**src/rtl/press_classifier_pkg.sv**
```systemverilog
// -----------------------------------------------------------------------------
// press_classifier_pkg
//
// Shared definitions for the button gesture classifier:
//   - state_t: 3-bit FSM state encoding (IDLE, PRESSED, LONG_HELD,
//     WAIT_SECOND, SECOND_PRESSED)
//   - default tick constants for the 2 kHz tick clock, kept in step with the
//     debouncer's timing notes
//   - is_held_state(): which states count as "button held"
// -----------------------------------------------------------------------------
package press_classifier_pkg;

  typedef enum logic [2:0] {
    IDLE           = 3'd0,
    PRESSED        = 3'd1,
    LONG_HELD      = 3'd2,
    WAIT_SECOND    = 3'd3,
    SECOND_PRESSED = 3'd4
  } state_t;

  // Tick clock shared with the debouncer; all timing below is in ticks.
  localparam int TICK_HZ              = 2000;
  localparam int DEFAULT_LONG_TICKS   = 1000; // 0.5 s hold
  localparam int DEFAULT_DCLICK_TICKS = 500;  // 0.25 s double-click window
  localparam int DEFAULT_REPEAT_TICKS = 400;  // 0.2 s auto-repeat interval
  localparam int DEFAULT_CNT_W        = 11;   // holds the largest tick count

  // The button is physically down in these states.
  function automatic logic is_held_state(input state_t s);
    return (s == PRESSED) || (s == LONG_HELD) || (s == SECOND_PRESSED);
  endfunction

endpackage

```
**src/rtl/press_timer.sv**
```systemverilog
// -----------------------------------------------------------------------------
// press_timer
//
// CNT_W-bit up-counter with synchronous clear and count enable, plus an
// equality match against a limit supplied at run time. The classifier FSM
// owns one instance and picks the limit according to its current state.
//
// Ports:
//   clk     in   tick clock
//   reset   in   synchronous, active-high reset
//   clear   in   zero the counter on this edge (wins over enable)
//   enable  in   advance the counter by one on this edge
//   limit   in   CNT_W-bit compare value
//   match   out  count == limit (combinational)
// -----------------------------------------------------------------------------
module press_timer #(
  parameter int CNT_W = 11
) (
  input  logic             clk,
  input  logic             reset,
  input  logic             clear,
  input  logic             enable,
  input  logic [CNT_W-1:0] limit,
  output logic             match
);

  logic [CNT_W-1:0] count;

  // NOTE: state registers use non-blocking (<=) assignments so every flop
  // samples the pre-edge values of its inputs, independent of block order.
  always_ff @(posedge clk) begin
    if (reset || clear) begin
      count <= '0;
    end else if (enable) begin
      count <= count + 1'b1;
    end
  end

  assign match = (count == limit);

endmodule

```
**src/rtl/press_classifier.sv**
```systemverilog
// -----------------------------------------------------------------------------
// press_classifier
//
// Turns the debouncer's press/release edge pulses into gesture events for the
// game control FSM: short press (hit), long press (stand) and double click
// (new round). Runs on the 2 kHz tick clock; all timing is in ticks.
//
// Ports:
//   i_Clk_2kHz  in   2 kHz tick clock
//   i_Reset     in   synchronous, active-high reset (wins over all inputs)
//   i_Press     in   one-cycle pulse: debounced press edge
//   i_Release   in   one-cycle pulse: debounced release edge
//   o_Short     out  one-cycle pulse: short press recognised
//   o_Long      out  one-cycle pulse: long press recognised
//   o_Double    out  one-cycle pulse: double click recognised
//   o_Held      out  level: button currently considered held
//
// Build option:
//   PRESS_REPEAT_EN  when defined, o_Long re-fires every REPEAT_TICKS while
//                    the button stays down after a long press. When
//                    undefined, exactly one o_Long per long press.
// -----------------------------------------------------------------------------
module press_classifier
  import press_classifier_pkg::*;
#(
  parameter int LONG_TICKS   = DEFAULT_LONG_TICKS,
  parameter int DCLICK_TICKS = DEFAULT_DCLICK_TICKS,
  parameter int REPEAT_TICKS = DEFAULT_REPEAT_TICKS,
  parameter int CNT_W        = DEFAULT_CNT_W
) (
  input  logic i_Clk_2kHz,
  input  logic i_Reset,
  input  logic i_Press,
  input  logic i_Release,
  output logic o_Short,
  output logic o_Long,
  output logic o_Double,
  output logic o_Held
);

  // The counter starts at 0 in the first cycle of a state, so a match on
  // N-1 means N cycles have been spent there.
  localparam logic [CNT_W-1:0] LONG_LIMIT   = CNT_W'(LONG_TICKS - 1);
  localparam logic [CNT_W-1:0] DCLICK_LIMIT = CNT_W'(DCLICK_TICKS - 1);
  localparam logic [CNT_W-1:0] REPEAT_LIMIT = CNT_W'(REPEAT_TICKS - 1);

  state_t           state;
  state_t           next_state;
  logic             press_ok;
  logic             release_ok;
  logic             fire_short;
  logic             fire_long;
  logic             fire_double;
  logic             repeat_hit;
  logic             timer_clear;
  logic             timer_enable;
  logic             timer_match;
  logic [CNT_W-1:0] timer_limit;

  // A press and release in the same cycle carry no usable ordering, so both
  // are dropped.
  assign press_ok   = i_Press   & ~i_Release;
  assign release_ok = i_Release & ~i_Press;

  // Next-state and event decode. Release beats the long threshold and press
  // beats the double-click timeout because they are tested first.
  // NOTE: every signal driven here gets a default at the top of the block so
  // no path leaves it unassigned, which would infer a latch.
  always_comb begin
    next_state   = state;
    fire_short   = 1'b0;
    fire_long    = 1'b0;
    fire_double  = 1'b0;
    repeat_hit   = 1'b0;
    timer_enable = 1'b0;
    timer_limit  = LONG_LIMIT;

    case (state)
      IDLE: begin
        if (press_ok) next_state = PRESSED;
      end

      PRESSED: begin
        timer_enable = 1'b1;
        timer_limit  = LONG_LIMIT;
        if (release_ok) begin
          next_state = WAIT_SECOND;
        end else if (timer_match) begin
          fire_long  = 1'b1;
          next_state = LONG_HELD;
        end
      end

      LONG_HELD: begin
        timer_limit = REPEAT_LIMIT;
`ifdef PRESS_REPEAT_EN
        timer_enable = 1'b1;
        if (release_ok) begin
          next_state = IDLE;
        end else if (timer_match) begin
          // Re-fire and restart the interval without leaving the state.
          fire_long  = 1'b1;
          repeat_hit = 1'b1;
        end
`else
        if (release_ok) next_state = IDLE;
`endif
      end

      WAIT_SECOND: begin
        timer_enable = 1'b1;
        timer_limit  = DCLICK_LIMIT;
        if (press_ok) begin
          next_state = SECOND_PRESSED;
        end else if (timer_match) begin
          fire_short = 1'b1;
          next_state = IDLE;
        end
      end

      SECOND_PRESSED: begin
        // Hold duration is deliberately not timed on the second press.
        if (release_ok) begin
          fire_double = 1'b1;
          next_state  = IDLE;
        end
      end

      default: next_state = IDLE;
    endcase
  end

  // Every state entry starts the counter from zero.
  assign timer_clear = (next_state != state) || repeat_hit;

  press_timer #(
    .CNT_W (CNT_W)
  ) u_timer (
    .clk    (i_Clk_2kHz),
    .reset  (i_Reset),
    .clear  (timer_clear),
    .enable (timer_enable),
    .limit  (timer_limit),
    .match  (timer_match)
  );

  // State and all outputs registered together; o_Held follows the state
  // being entered so it tracks the button one cycle after each edge pulse.
  always_ff @(posedge i_Clk_2kHz) begin
    if (i_Reset) begin
      state    <= IDLE;
      o_Short  <= 1'b0;
      o_Long   <= 1'b0;
      o_Double <= 1'b0;
      o_Held   <= 1'b0;
    end else begin
      state    <= next_state;
      o_Short  <= fire_short;
      o_Long   <= fire_long;
      o_Double <= fire_double;
      o_Held   <= is_held_state(next_state);
    end
  end

endmodule

```
**config.mk**
```make
export PLATFORM = sky130hd
export DESIGN_NAME = press_classifier
export DESIGN_NICKNAME = d
export VERILOG_FILES = /design/src/rtl/press_classifier_pkg.sv /design/src/rtl/press_timer.sv /design/src/rtl/press_classifier.sv
export SDC_FILE = /design/constraint.sdc
export NUM_CORES = 1
export LEC_CHECK = 0
export CORE_ASPECT_RATIO = 1.4
export CORE_MARGIN = 2
export CORE_UTILIZATION = 59
export CTS_CLUSTER_DIAMETER = 60
export DETAILED_ROUTE_END_ITERATION = 10
export HOLD_SLACK_MARGIN = 0.15
export PLACE_DENSITY = 0.87
export REMOVE_ABC_BUFFERS = 1
export SYNTH_ARGS = -nofsm -noshare
export SYNTH_HDL_FRONTEND = slang
export SYNTH_SLANG_ARGS = --single-unit
```
**constraint.sdc**
```tcl
create_clock -name i_Clk_2kHz -period 4.8 [get_ports i_Clk_2kHz]
set_input_delay 0.72 -clock i_Clk_2kHz [delete_from_list [all_inputs] [get_ports i_Clk_2kHz]]
set_output_delay 0.72 -clock i_Clk_2kHz [all_outputs]
set_load 0.01 [all_outputs]
```
==> results of run 1 <==
## kinds of logic after synthesis
| kind of cell | count (synthesis) |
|---|---|
| AOI/OAI and AO/OA | 23 |
| xor gates and xnor gates | 11 |
| and+or+nand+nor | 71 |
| buffers and inverters | 9 |
| DFF | 18 |
| muxes | 2 |
| adders and majority gates | 1 |
## worst paths after layout
| check | from | end | slack (ps) |
|---|---|---|---|
| worst min register to register | u_timer.count[1]$_SDFFE_PP0P_ | u_timer.count[1]$_SDFFE_PP0P_ | 520 |
| worst max-delay path | state[1]$_SDFF_PP0_ | u_timer.count[8]$_SDFFE_PP0P_ | 2330 |
| worst max register to register | state[1]$_SDFF_PP0_ | u_timer.count[8]$_SDFFE_PP0P_ | 2330 |
| worst min-delay path | u_timer.count[1]$_SDFFE_PP0P_ | u_timer.count[1]$_SDFFE_PP0P_ | 520 |
## sequential cells by signal, indices dropped and copies added (netlist names)
name,count
o_Short,1
u_timer.count,11
o_Long,1
state,3
o_Held,1
o_Double,1
## synthesized netlist by cell type (2+ instances only)
master,number
a211oi_1,3
nand4b_1,2
and4_1,2
a31oi_1,2
nand2b_1,6
dfxtp_1,18
inv_1,2
clkbuf_1,2
and2_1,2
nand3_1,7
a21oi_1,7
nor3_1,7
o21ai_0,2
buf_2,2
nor2_1,22
xor2_1,8
and3_1,4
nor2b_1,3
xnor2_1,3
nand2_1,11
## per-stage QoR
stage | cells | hold slack, ps
4_1_cts | 159 | 526
5_1_grt | 159 | 564
3_5_place_dp | 155 | 500
2_1_floorplan | 128 | 462
3_3_place_gp | 155 | 490
6_report | 159 | 516
## layer usage
layer / wire [um] / global-route usage (%) / up-vias
met5: 0 / 0 / -
met4: 81 / 14.9 / 0
met3: 74 / 5.69 / 9
met2: 1130 / 40.3 / 21
met1: 915 / 28.4 / 445
li1: - / - / 481
## power groups by stage
stage | clock network (mW) | logic [mW] | registers (mW)
after detailed placement | 0 | 0.0266 | 0.159
after floorplan | 0 | 0.0168 | 0.158
final | 0.0935 | 0.0269 | 0.156
after global routing | 0.102 | 0.0304 | 0.156
after CTS | 0.0973 | 0.0267 | 0.156
after global placement | 0 | 0.0262 | 0.159
## tightest hold or removal path, cell delays in order, from the launching register on
cell     delay, ps
dfxtp_1        350
nand2_1         60
a21oi_1         60
## layout make-up
cell class	instances	area, um^2
Sequential cell	18	360
Timing Repair Buffer	7	70.1
Clock buffer	4	36.3
Inverter	2	7.51
Tap cell	20	25.0
Fill cell	147	567
Multi-Input combinational cell	108	668
==> run summary, run 1 <==
The initial antenna violation count is 0. The combinational group share of total power is 9.7%, and the share of the synthesized area in compound gates (AO/OA/AOI/OAI) is 15.9%. The worst max-slew margin expressed relative to the limit came out at 58.2%. The summed instance area of the synthesized netlist is 0.00108 mm^2, and the DRC violation count after routing is 0. The worst path uses 51.5% of the clock period.

The tools report the post-cts gate resize count as 0. Total power for the finished layout comes to 276 uW. Family with the most delay on the worst path: compound AO/OA/AOI/OAI gates.

Summing the areas of all and, or, nand and nor instances in the mapped netlist gives 34.1% of the synthesized area. The post-synthesis mux area share came out at 1.98%. For the overflow left after global routing, the log shows 0.

TritonCTS built the clock tree. Once detail routing completed, the nets flagged for antenna violations numbered 0. The kind of capture point of the worst setup path is a flip-flop. In this run the number of cells on the critical path is 6. For the count of yosys warnings during synthesis, the log shows 0. In the synthesized netlist the async set-or-reset flop fraction comes to 0%. Dominant cell type by area after synthesis: dfxtp_1. The width of the die works out to 40.1 um. The largest individual stage delay along the critical path comes from the cell dfxtp_1.

The run gives 0 ps as the final-layout setup total negative slack. After clock tree synthesis, the clock-pin slew on the worst setup and hold paths is 100 ps. The synthesized netlist devotes 8.95% of its cell area to XOR and XNOR gates. For this run, the leading register cell type out of synthesis is dfxtp_1. The overall via count from detail_route was 956; the buffers plus inverters on the worst setup path was 0. For this configuration, the core starts out at a cell density of 62.0%.

OpenSTA, run right after detailed placement, puts the worst setup slack at 2310 ps. The logs give 2 for the largest buffer count on any clock path and 1 for the count of H-tree levels built during CTS. In this run the count of I/O pins placed on the die edge is 8. The dominant combinational cell family by area after synthesis was simple AND/OR/NAND/NOR gates. Based on the critical path, the design can be clocked at up to 0.405 GHz. The critical path goes through nor3b_1 > mux2_2 > a2111oi_4 > nand2_2 > o21ai_2 > nor2_1. For the die area, the log shows 0.00219 mm^2. After synthesis, the cell types taking the most area are dfxtp_1 33%, nor2_1 7.7%, xor2_1 6.5%.

The area growth from synthesis to layout is 8.49%. The first detailed-routing pass took 4 iterations. The reported leakage power was 0.411 nW; the per-cell via count in the routed design was 6.01.

For this block, the routed nets add up to 2.20 mm of wire. The logs give 1.65 mm for the post-detailed-placement half-perimeter wirelength and 0.835 for the global placer's final weighted congestion. The critical path is of the flip-flop to flip-flop type.

The tools report the internal power as 209 uW. The worst setup path is launched from a flip-flop. The logs give 33.5% for the sequential share of the synthesized area and 0.00113 mm^2 for the cell area after placement.

Across all setup checks in the final design, the least slack found is 2330 ps. Clock skew on the completed layout was measured at 12.1 ps. The number of distinct library cell variants in the gate-level netlist after synthesis was 40; the pin count of the biggest net entering global routing was 20. The peak per-stage delay on the critical path is 640 ps. Total number of placement rows: 18. Average routed wire per standard cell: 13.8 um. The number of cells on the worst reg-to-reg path is 6. Power density of the placed cells: 236 mW/mm^2. Summed over all nets, the switching power comes to 66.9 uW.

The floorplan step set the die height to 54.5 um. The run gives 0 as the number of maximum-capacitance constraint violations. At the end of the flow the core is filled with cells to 67.3%. For the clock share of power, the log shows 33.9%. Count of clock tree sinks: 18.

Leaving out fill and tap cells, the most frequent cell in the layout is nor2_1. Along the worst hold path, the cell count comes to 2. After the first detailed-routing iteration, the DRC count stood at 16. The post-layout instance area is 0.00117 mm^2.

STA puts the critical path data arrival time at 2650 ps. Post-CTS timing repair inserted 0 buffers for setup. At the end of the flow, the number of nets in the layout was 145. The number of antenna diodes is 0, and the number of buffers inserted by port buffering is 7.

For the worst-skew pair, the clock arrives at the later sink with an insertion delay of 300 ps. Setup repair after global routing left no endpoint under its margin. For this design, the CTS-stage hold fixing added 0 buffers.

The tools report the total global routing track utilization as 24.8%. In this run the worst hold path is classified as flip-flop to flip-flop. The first global-routing pass estimated 3.70 mm of wire. The average cell area after synthesis works out to 7.97 um^2. The total area inside the core boundary comes to 0.00173 mm^2. Along the worst path, the maximum fanout reaches 16.

Total CTS buffers: 3. The slew of the pin with the lowest slew margin came out at 626 ps. The routed design could run at a clock period as short as 2470 ps. The data required time at the worst endpoint was 4980 ps; the switching power as a share of total power was 24.2%. For the final number of setup-violating endpoints, the log shows 0.

The number of max-slew violations in the final report is 0, and the top-area cell type share of the netlist area is 33.5%. The area share of fa/ha/maj cells after synthesis is 1.16%. CTS placed an instance of clkbuf_4 at the clock tree root. In this run, synthesis inferred 0 flip-flops with an integrated enable. The register bit total from synthesis is 18, and the number of hold violations in the final report is 0. Via count of the first global-routing pass: 884. The top cell types in the final layout, fill and taps aside, are 22 x nor2_1, 18 x dfxtp_1, 11 x nand2_1, 8 x xor2_1.

The proportion of power drawn by flip-flops and latches was 56.4%; the share of cells above drive strength 1 was 7.19%. The flow ran to the end, and the final reports show no timing, DRC or antenna violations. Synthesis handed over a netlist of 135 instances. The maximum resistive drop on vdd is 231 uV.
(Power assumes the default switching activity.)
==> run 2: changes to the inputs <==
--- a/config.mk
+++ b/config.mk
@@ -7,11 +7,11 @@
 export LEC_CHECK = 0
 export CORE_ASPECT_RATIO = 1.4
 export CORE_MARGIN = 2
-export CORE_UTILIZATION = 59
+export CORE_UTILIZATION = 51
 export CTS_CLUSTER_DIAMETER = 60
 export DETAILED_ROUTE_END_ITERATION = 10
 export HOLD_SLACK_MARGIN = 0.15
-export PLACE_DENSITY = 0.87
+export PLACE_DENSITY = 0.81
 export REMOVE_ABC_BUFFERS = 1
 export SYNTH_ARGS = -nofsm -noshare
 export SYNTH_HDL_FRONTEND = slang
==> constraint.sdc (replaced) <==
create_clock -name i_Clk_2kHz -period 2.26 [get_ports i_Clk_2kHz]
set_input_delay 0.339 -clock i_Clk_2kHz [delete_from_list [all_inputs] [get_ports i_Clk_2kHz]]
set_output_delay 0.339 -clock i_Clk_2kHz [all_outputs]
set_load 0.01 [all_outputs]
==> run 2 against run 1 <==
  * Wire length grew 7.1%
  * Sequential power grew 110%
  * Via count grew 1.0%
  * Cell area grew 4.0%
==> run summary, run 2 (synthesis results as in run 1) <==
Number of max-slew violations in the final report: 0 (unchanged). The count of H-tree levels built during CTS came out at 1 (unchanged). The tools report the total number of placement rows as 19 (+1). The register ranked first by flip-flop count is u_timer.count.

First-pass detailed-route iteration total: 4 (unchanged). The internal power is 446 uW (+110%), and the final-layout setup total negative slack is 0 ps (unchanged). The clock latency reported for the late side of the worst-skew pair was 310 ps (about the same).

For the total global routing track utilization, the log shows 21.1% (-3.6 points). The top cell types in the final layout, fill and taps aside, are 22 x nor2_1, 18 x dfxtp_1, 11 x nand2_1, 8 x xor2_1. The clock root buffer master was clkbuf_4.

For the worst max-slew margin expressed relative to the limit, the log shows 67.7% (+9.4 points). For the count of buffers added by post-CTS timing repair for setup, the log shows 0 (unchanged). The critical path is of the flip-flop to flip-flop type. STA classifies the critical path endpoint as a flip-flop.

The height of the chip came out at 58.4 um (+7.0%). The tools report the count of pins on the block boundary as 8 (unchanged). Setup repair after global routing left no endpoint under its margin. The data required time at the worst endpoint was 2450 ps (-2530 ps).

The number of buffers inserted by port buffering came out at 7 (unchanged). The tools report the pin count of the biggest net entering global routing as 19 (-5.0%). The run gives 2 (unchanged) as the largest buffer count on any clock path. The number of fill cells in the layout is 176 (+20%). Slew of the pin with the lowest slew margin: 485 ps (-141 ps). Clock share of power: 34.7% (+0.8 points).

The largest registers in the layout are u_timer.count (11), state (3). The post-detailed-placement half-perimeter wirelength was 1.76 mm (+6.3%). Number of maximum-capacitance constraint violations: 0 (unchanged). For the proportion of power drawn by flip-flops and latches, the log shows 54.2% (-2.2 points). The run gives 0.00250 mm^2 (+14%) as the die area. The initial antenna violation count was 0 (unchanged); the switching component of the power was 152 uW (+130%).

The flow ran to the end, and the final reports show no timing, DRC or antenna violations. The final critical-path share of the clock period is 90.7% (+39 points), and the average routed wire per standard cell is 14.2 um (+2.6%). The arrival time of data at the critical path endpoint came out at 2240 ps (-410 ps).

The combinational group share of total power was 11.0% (+1.3 points). For the total CTS buffers, the log shows 3 (unchanged). The highest clock frequency the design can meet came out at 0.488 GHz (+21%).

The run gives 4.00 mm (+8.2%) as the global-route wire length before repair. The reported leakage power was 0.444 nW (+7.9%); the clock slew at the register clock pins of the worst setup and hold paths was 110 ps (about the same). The run gives 18 (unchanged) as the count of clock tree sinks.

The final core utilization is 61.5% (-5.8 points), and the via count of the first global-routing pass is 893 (+1.0%). Switching power as a share of total power: 25.5% (+1.2 points). The area of the core was 0.00197 mm^2 (+14%); the total length of routed wires was 2.36 mm (+7.1%).

TritonCTS built the clock tree. The placed cell count came out at 162 (+4.5%). The number of hold violations in the final report is 0 (unchanged), and the worst clock skew on the final layout is 7.69 ps (-4.43 ps). Power density of the placed cells: 493 mW/mm^2 (+110%).

The number of antenna diodes came out at 0 (unchanged). Commonest non-fill, non-tap cell in the layout: nor2_1. The width of the die is 42.8 um (+6.8%), and the maximum resistive drop on vdd is 341 uV (+48%). For the final number of setup-violating endpoints, the log shows 0 (unchanged).

The first-iteration detailed-routing DRC count is 33 (+17), and the post-cts gate resize count is 0 (unchanged). The run gives 151 (+4.1%) as the net count of the finished layout. DRC violation count after routing: 0 (unchanged). The overflow left after global routing is 0 (unchanged), and the starting density of the core is 54.5% (-7.5 points). From synthesis to final layout, the design area changed by 12.8%.

The sort of element at the start of the critical path is a flip-flop. The overall via count from detail_route is 966 (+1.0%). The share of cells above drive strength 1 came out at 11.0% (+3.8 points).

The filler-free cell count of the finished design is 166 (+4.4%), and the global placer's final weighted congestion is 0.902 (+8.0%). In this run the worst hold path is classified as flip-flop to flip-flop. The number of flip-flops in the largest register came out at 11 (unchanged). The tools report the final antenna-violating net count as 0 (unchanged). The shortest clock period the worst path allows after layout came out at 2050 ps (-422 ps). The largest driver fanout on the critical path was 11 (-5); the quantity of hold-fixing buffers added after cts was 0 (unchanged).

The per-cell via count in the routed design was 5.82 (-3.2%).
## run 2: power by group through the flow
| stage | registers (mW) | clock network [mW] | logic, mW |
|---|---|---|---|
| finish | 0.325 | 0.208 | 0.0661 |
| global route | 0.325 | 0.215 | 0.0740 |
| CTS | 0.325 | 0.209 | 0.0652 |
| detailed placement | 0.332 | 0 | 0.0649 |
| global placement | 0.332 | 0 | 0.0627 |
| floorplan | 0.336 | 0 | 0.0357 |
## run 2: critical path: stages (launching register included)
cell	delay (ps)
dfxtp_1	380
nor3b_1	250
mux2_2	410
a2111oi_4	240
nand2_2	130
o21ai_2	420
nor2_1	100
## run 2: area by class of cell
type / instances / area (um^2) / share of cell area [%]
multi-input cells: 108 / 668 / 55.1
flip-flops and latches: 18 / 360 / 29.7
repair buffers: 13 / 115 / 9.48
clock buffers: 4 / 36.3 / 2.99
well taps: 21 / 26.3 / 2.16
inverters: 2 / 7.51 / 0.619
## run 2: layer usage
metal / vias to the layer above / GRT usage, % / wire length, um / share of wire, %
li1: 489 / - / - / -
met1: 442 / 25.7 / 984 / 42
met2: 26 / 35.5 / 1200 / 51
met3: 9 / 2.15 / 77 / 3.3
met4: 0 / 12.9 / 96 / 4.1
met5: - / 0 / 0 / 0
## run 2: final timing paths
check | from | to | slack (ps) | cells after the start
setup reg to reg | state[2]$_SDFF_PP0_ | u_timer.count[2]$_SDFFE_PP0P_ | 210 | 6
hold reg to reg | u_timer.count[10]$_SDFFE_PP0P_ | u_timer.count[10]$_SDFFE_PP0P_ | 510 | 2
hold / removal | u_timer.count[10]$_SDFFE_PP0P_ | u_timer.count[10]$_SDFFE_PP0P_ | 510 | 2
setup / recovery | state[2]$_SDFF_PP0_ | u_timer.count[2]$_SDFFE_PP0P_ | 210 | 6
## run 2: metrics by stage
stage / total power, mW / setup WS [ps] / cell area (um^2) / hold slack, ps
6_report: 0.599 / 211 / 1210 / 515
5_1_grt: 0.614 / 25.4 / 1210 / 549
4_1_cts: 0.598 / 216 / 1210 / 521
3_5_place_dp: 0.397 / 232 / 1180 / 495
3_3_place_gp: 0.395 / 285 / 1180 / 488
2_1_floorplan: 0.372 / 195 / 1040 / 411
==> run 3: changes to the inputs <==
--- a/config.mk
+++ b/config.mk
@@ -7,12 +7,13 @@
 export LEC_CHECK = 0
 export CORE_ASPECT_RATIO = 1.4
 export CORE_MARGIN = 2
-export CORE_UTILIZATION = 51
+export CORE_UTILIZATION = 50
 export CTS_CLUSTER_DIAMETER = 60
 export DETAILED_ROUTE_END_ITERATION = 10
 export HOLD_SLACK_MARGIN = 0.15
-export PLACE_DENSITY = 0.81
+export PLACE_DENSITY = 0.8
 export REMOVE_ABC_BUFFERS = 1
 export SYNTH_ARGS = -nofsm -noshare
 export SYNTH_HDL_FRONTEND = slang
+export SYNTH_HIERARCHICAL = 1
 export SYNTH_SLANG_ARGS = --single-unit
==> run 3 against run 2 <==
  * Via count fell by 8.7%
  * Count of clock-buffer cells in the layout fell by 1
  * Hold slack improved by 19 ps
  * Maximum frequency rose by 1.2%
  * Core utilization fell by 0.79 points
  * Clock power fell by 27%
  * Non-clock buffer count fell by 1
  * Critical path depth rose by 3
  * Critical endpoint is now u_timer/count[10]$_SDFFE_PP0P_
  * Highest routed layer unchanged
==> run summary, run 3 <==
Yosys instantiated no cell more often than dfxtp_1. The flow ran to the end, and the final reports show no timing, DRC or antenna violations. Number of buffers inserted by port buffering: 7 (unchanged). The number of max-slew violations in the final report is 0 (unchanged). The final critical-path share of the clock period was 89.6% (-1.1 points); the per-cell via count in the routed design was 5.65 (-2.8%).

The run gives 121 (-10%) as the gate count of the mapped netlist. The pin count of the biggest net entering global routing was 14 (-5); the worst-case setup slack after placement was 162 ps (-70.1 ps). The post-detailed-placement half-perimeter wirelength was 1.58 mm (-10%). The power density of the placed cells is 461 mW/mm^2 (-6.6%), and the first-pass detailed-route iteration total is 3 (-1). The average routed wire per standard cell came out at 13.4 um (-5.3%).

The logs give 476 uV (+39%) for the maximum resistive drop on vdd and 3.58 mm (-11%) for the global-route wire length before repair. The number of synthesized flops with an enable pin was 0 (unchanged). The via count of the first global-routing pass was 874 (-2.1%). The register cell area after layout was 363 um^2 (+0.69%). The global-route track usage on met3 is 1.87% (-0.28 points), and the average cell area after synthesis is 8.52 um^2 (+6.9%).

The type of the tightest min-delay check is flip-flop to flip-flop. u_timer/count holds more flip-flops than any other register. Starting density of the core: 52.9% (-1.6 points). The cell area after placement came out at 0.00116 mm^2 (-1.6%). The number of hold violations in the final report is 0 (unchanged).

met2 is the most crowded layer. The die area is 0.00245 mm^2 (-2.1%). The largest registers in the layout are u_timer/count (11), state (3). The share of cells above drive strength 1 was 9.63% (-1.4 points); the met1 track demand over resource in global routing was 21.3% (-4.4 points).

The logs give 0 (unchanged) for the number of antenna diodes and 6 (+6) for the count of yosys warnings during synthesis. The synthesis-to-finish area growth came out at 14.8%. Count of H-tree levels built during CTS: 1 (unchanged). Ranked by total cell area, the synthesized netlist is headed by dfxtp_1 35%, xnor2_1 12%, a21oi_1 3.9%. Clock tree synthesis selected as its root buffer the cell clkbuf_4. The logs give 0 ps (unchanged) for the final-layout setup total negative slack and 0.00118 mm^2 (-2.5%) for the post-layout instance area.

The height of the chip was 57.7 um (-1.1%). The tools report the filler-free cell count of the finished design as 156 (-6.0%). Sorting the synthesized cells by how often they occur yields 18 x dfxtp_1, 14 x xnor2_1, 8 x a21oi_1, 8 x nor2_1. The logs give 0.00103 mm^2 (-4.2%) for the summed instance area of the synthesized netlist and 0 (unchanged) for the number of maximum-capacitance constraint violations.

The run gives 0.00195 mm^2 (-1.2%) as the area of the core. The commonest non-fill, non-tap cell in the layout is dfxtp_1. The overall via count from detail_route was 882 (-8.7%).

The placed cell count was 153 (-5.6%). The critical path is of the flip-flop to flip-flop type. The startpoint identified for the worst hold timing path is u_timer/count[9]$_SDFFE_PP0P_. The run gives 0.494 GHz (+1.2%) as the highest clock frequency the design can meet. The biggest area contributor in the post-synthesis netlist is dfxtp_1. Origin of the critical flop-to-flop path: state[2]$_SDFF_PP0_. Setup repair after global routing left no endpoint under its margin. The tools report the global placer's final weighted congestion as 0.766 (-15%). Total length of routed wires: 2.10 mm (-11%). Slack of the critical path: 235 ps (+24.2 ps). The tools report the kind of capture point of the worst setup path as a flip-flop.

The largest buffer count on any clock path was 2 (unchanged). The final number of setup-violating endpoints is 0 (unchanged), and the number of flip-flops in the largest register is 11 (unchanged). The logs give 280 ps (-30 ps) for the clock latency reported for the late side of the worst-skew pair and 18.6% (-2.5 points) for the total global routing track utilization. The run gives 19 (unchanged) as the total number of placement rows. The count of pins on the block boundary was 8 (unchanged); the global-route track usage on met2 was 34.3% (-1.2 points).

The DRC violation count after routing is 0 (unchanged), and the count of buffers added by post-CTS timing repair for setup is 0 (unchanged). The count of clock tree sinks was 18 (unchanged). The tools report the number of distinct library cell variants in the gate-level netlist after synthesis as 41 (+2.5%).

The tools report the overflow left after global routing as 0 (unchanged). The worst clock skew on the final layout was 1.52 ps (-6.17 ps); the register bit total from synthesis was 18 (unchanged). For the arrival time of data at the critical path endpoint, the log shows 2210 ps (-30 ps). The sequential share of the synthesized area came out at 35.0% (+1.5 points). Shortest clock period the worst path allows after layout: 2030 ps (-24.3 ps). The tools report the net count of the finished layout as 142 (-6.0%).

The total CTS buffers is 3 (unchanged). For the area of combinational cells with multiple inputs, the log shows 642 um^2 (-3.9%). For this run, the leading register cell type out of synthesis is dfxtp_1. The most critical setup path has its startpoint at state[2]$_SDFF_PP0_.

The tools report the sort of element at the start of the critical path as a flip-flop. TritonCTS built the clock tree. The first-iteration detailed-routing DRC count was 14 (-58%).

The logs give 0 (unchanged) for the initial antenna violation count and 2450 ps (about the same) for the data required time at the worst endpoint. The largest driver fanout on the critical path is 6 (-5), and the clock slew at the register clock pins of the worst setup and hold paths is 90 ps (-20 ps). The top-area cell type share of the netlist area came out at 35.0% (+1.5 points). The fraction of registers with async set/reset was 0% (unchanged); the reported leakage power was 0.429 nW (-3.3%).

Width of the die: 42.4 um (-1.0%). The library cells used most frequently in the layout, excluding fill and tap cells, are 16 x dfxtp_1, 14 x xnor2_1, 8 x nor2_1, 8 x a21oi_1, 7 x clkdlybuf4s50_1. For the final antenna-violating net count, the log shows 0 (unchanged).

The number of fill cells in the layout was 181 (+2.8%).
## run 3: changes by cell type in the layout (fill, tap and decap cells not counted), moves of 3 or more
cell / previous run / this run
nor2_1: 22 / 8
xnor2_1: 3 / 14
xor2_1: 8 / 1
conb_1: 0 / 5
nand2_1: 11 / 6
nor3_1: 7 / 2
or3_1: 0 / 5
inv_1: 2 / 6
nand3_1: 7 / 3
a211oi_1: 3 / 0
and3_1: 4 / 1
nand4_1: 0 / 3
o31ai_1: 0 / 3
## run 3: cell type report
cell class                      instances  area share [%]
Tap cell                               21            2.22
Timing Repair Buffer                   12            9.09
Multi-Input combinational cell         96            54.2
Inverter                                6            1.90
Clock buffer                            3            1.90
Sequential cell                        18            30.7
## run 3: kinds of logic after synthesis
kind of cell | synth area share, %
flops | 35.0
other cells | 0.728
fa+ha+maj | 1.21
simple gates | 30.1
compound gates | 14.4
xor+xnor | 12.7
mux | 1.94
buf+inv | 3.88
## run 3: where the power goes
group,leakage (nW),switching [mW],internal [mW],total [mW]
clock,0.0138,0.0890,0.0618,0.151
sequential,0.146,0.00687,0.322,0.329
combinational,0.269,0.0341,0.0319,0.0660
## run 3: path summary, 6_finish.rpt
check,to,slack (ps),depth (start not counted)
min,u_timer/count[9]$_SDFFE_PP0P_,530,2
min reg2reg,u_timer/count[9]$_SDFFE_PP0P_,530,2
max,u_timer/count[10]$_SDFFE_PP0P_,230,9
max reg2reg,u_timer/count[10]$_SDFFE_PP0P_,230,9
## run 3: timing repair
item / CTS / global route
hold buffers: 0 / 0
resized for setup: 0 / 2
endpoints found under the setup margin: 0 / 10
endpoints found under the hold margin: 0 / 0
## run 3: metal layers
| layer | share of wire [%] | up-vias | wire length (um) |
|---|---|---|---|
| li1 | - | 459 | - |
| met1 | 43 | 417 | 892 |
| met2 | 56 | 4 | 1170 |
| met3 | 1.1 | 2 | 24 |
| met4 | 0.76 | 0 | 16 |
| met5 | 0 | - | 0 |
## run 3: stage by stage
| stage | power [mW] | util, % | hold slack, ps |
|---|---|---|---|
| after floorplan | 0.377 | - | 408 |
| after global placement | 0.399 | 59.4 | 497 |
| after detailed placement | 0.401 | 59.4 | 516 |
| after CTS | 0.552 | 60.6 | 529 |
| after global routing | 0.569 | 60.7 | 562 |
| final | 0.546 | 60.7 | 534 |
## run 3: worst max-delay path, stage by stage, from the launching register on
cell	delay [ps]
dfxtp_2	390
nand3b_1	210
inv_1	70
xnor2_1	130
nand4_1	110
nor3_1	70
o21ai_0	150
o2111ai_1	180
or3_1	380
o41ai_1	230
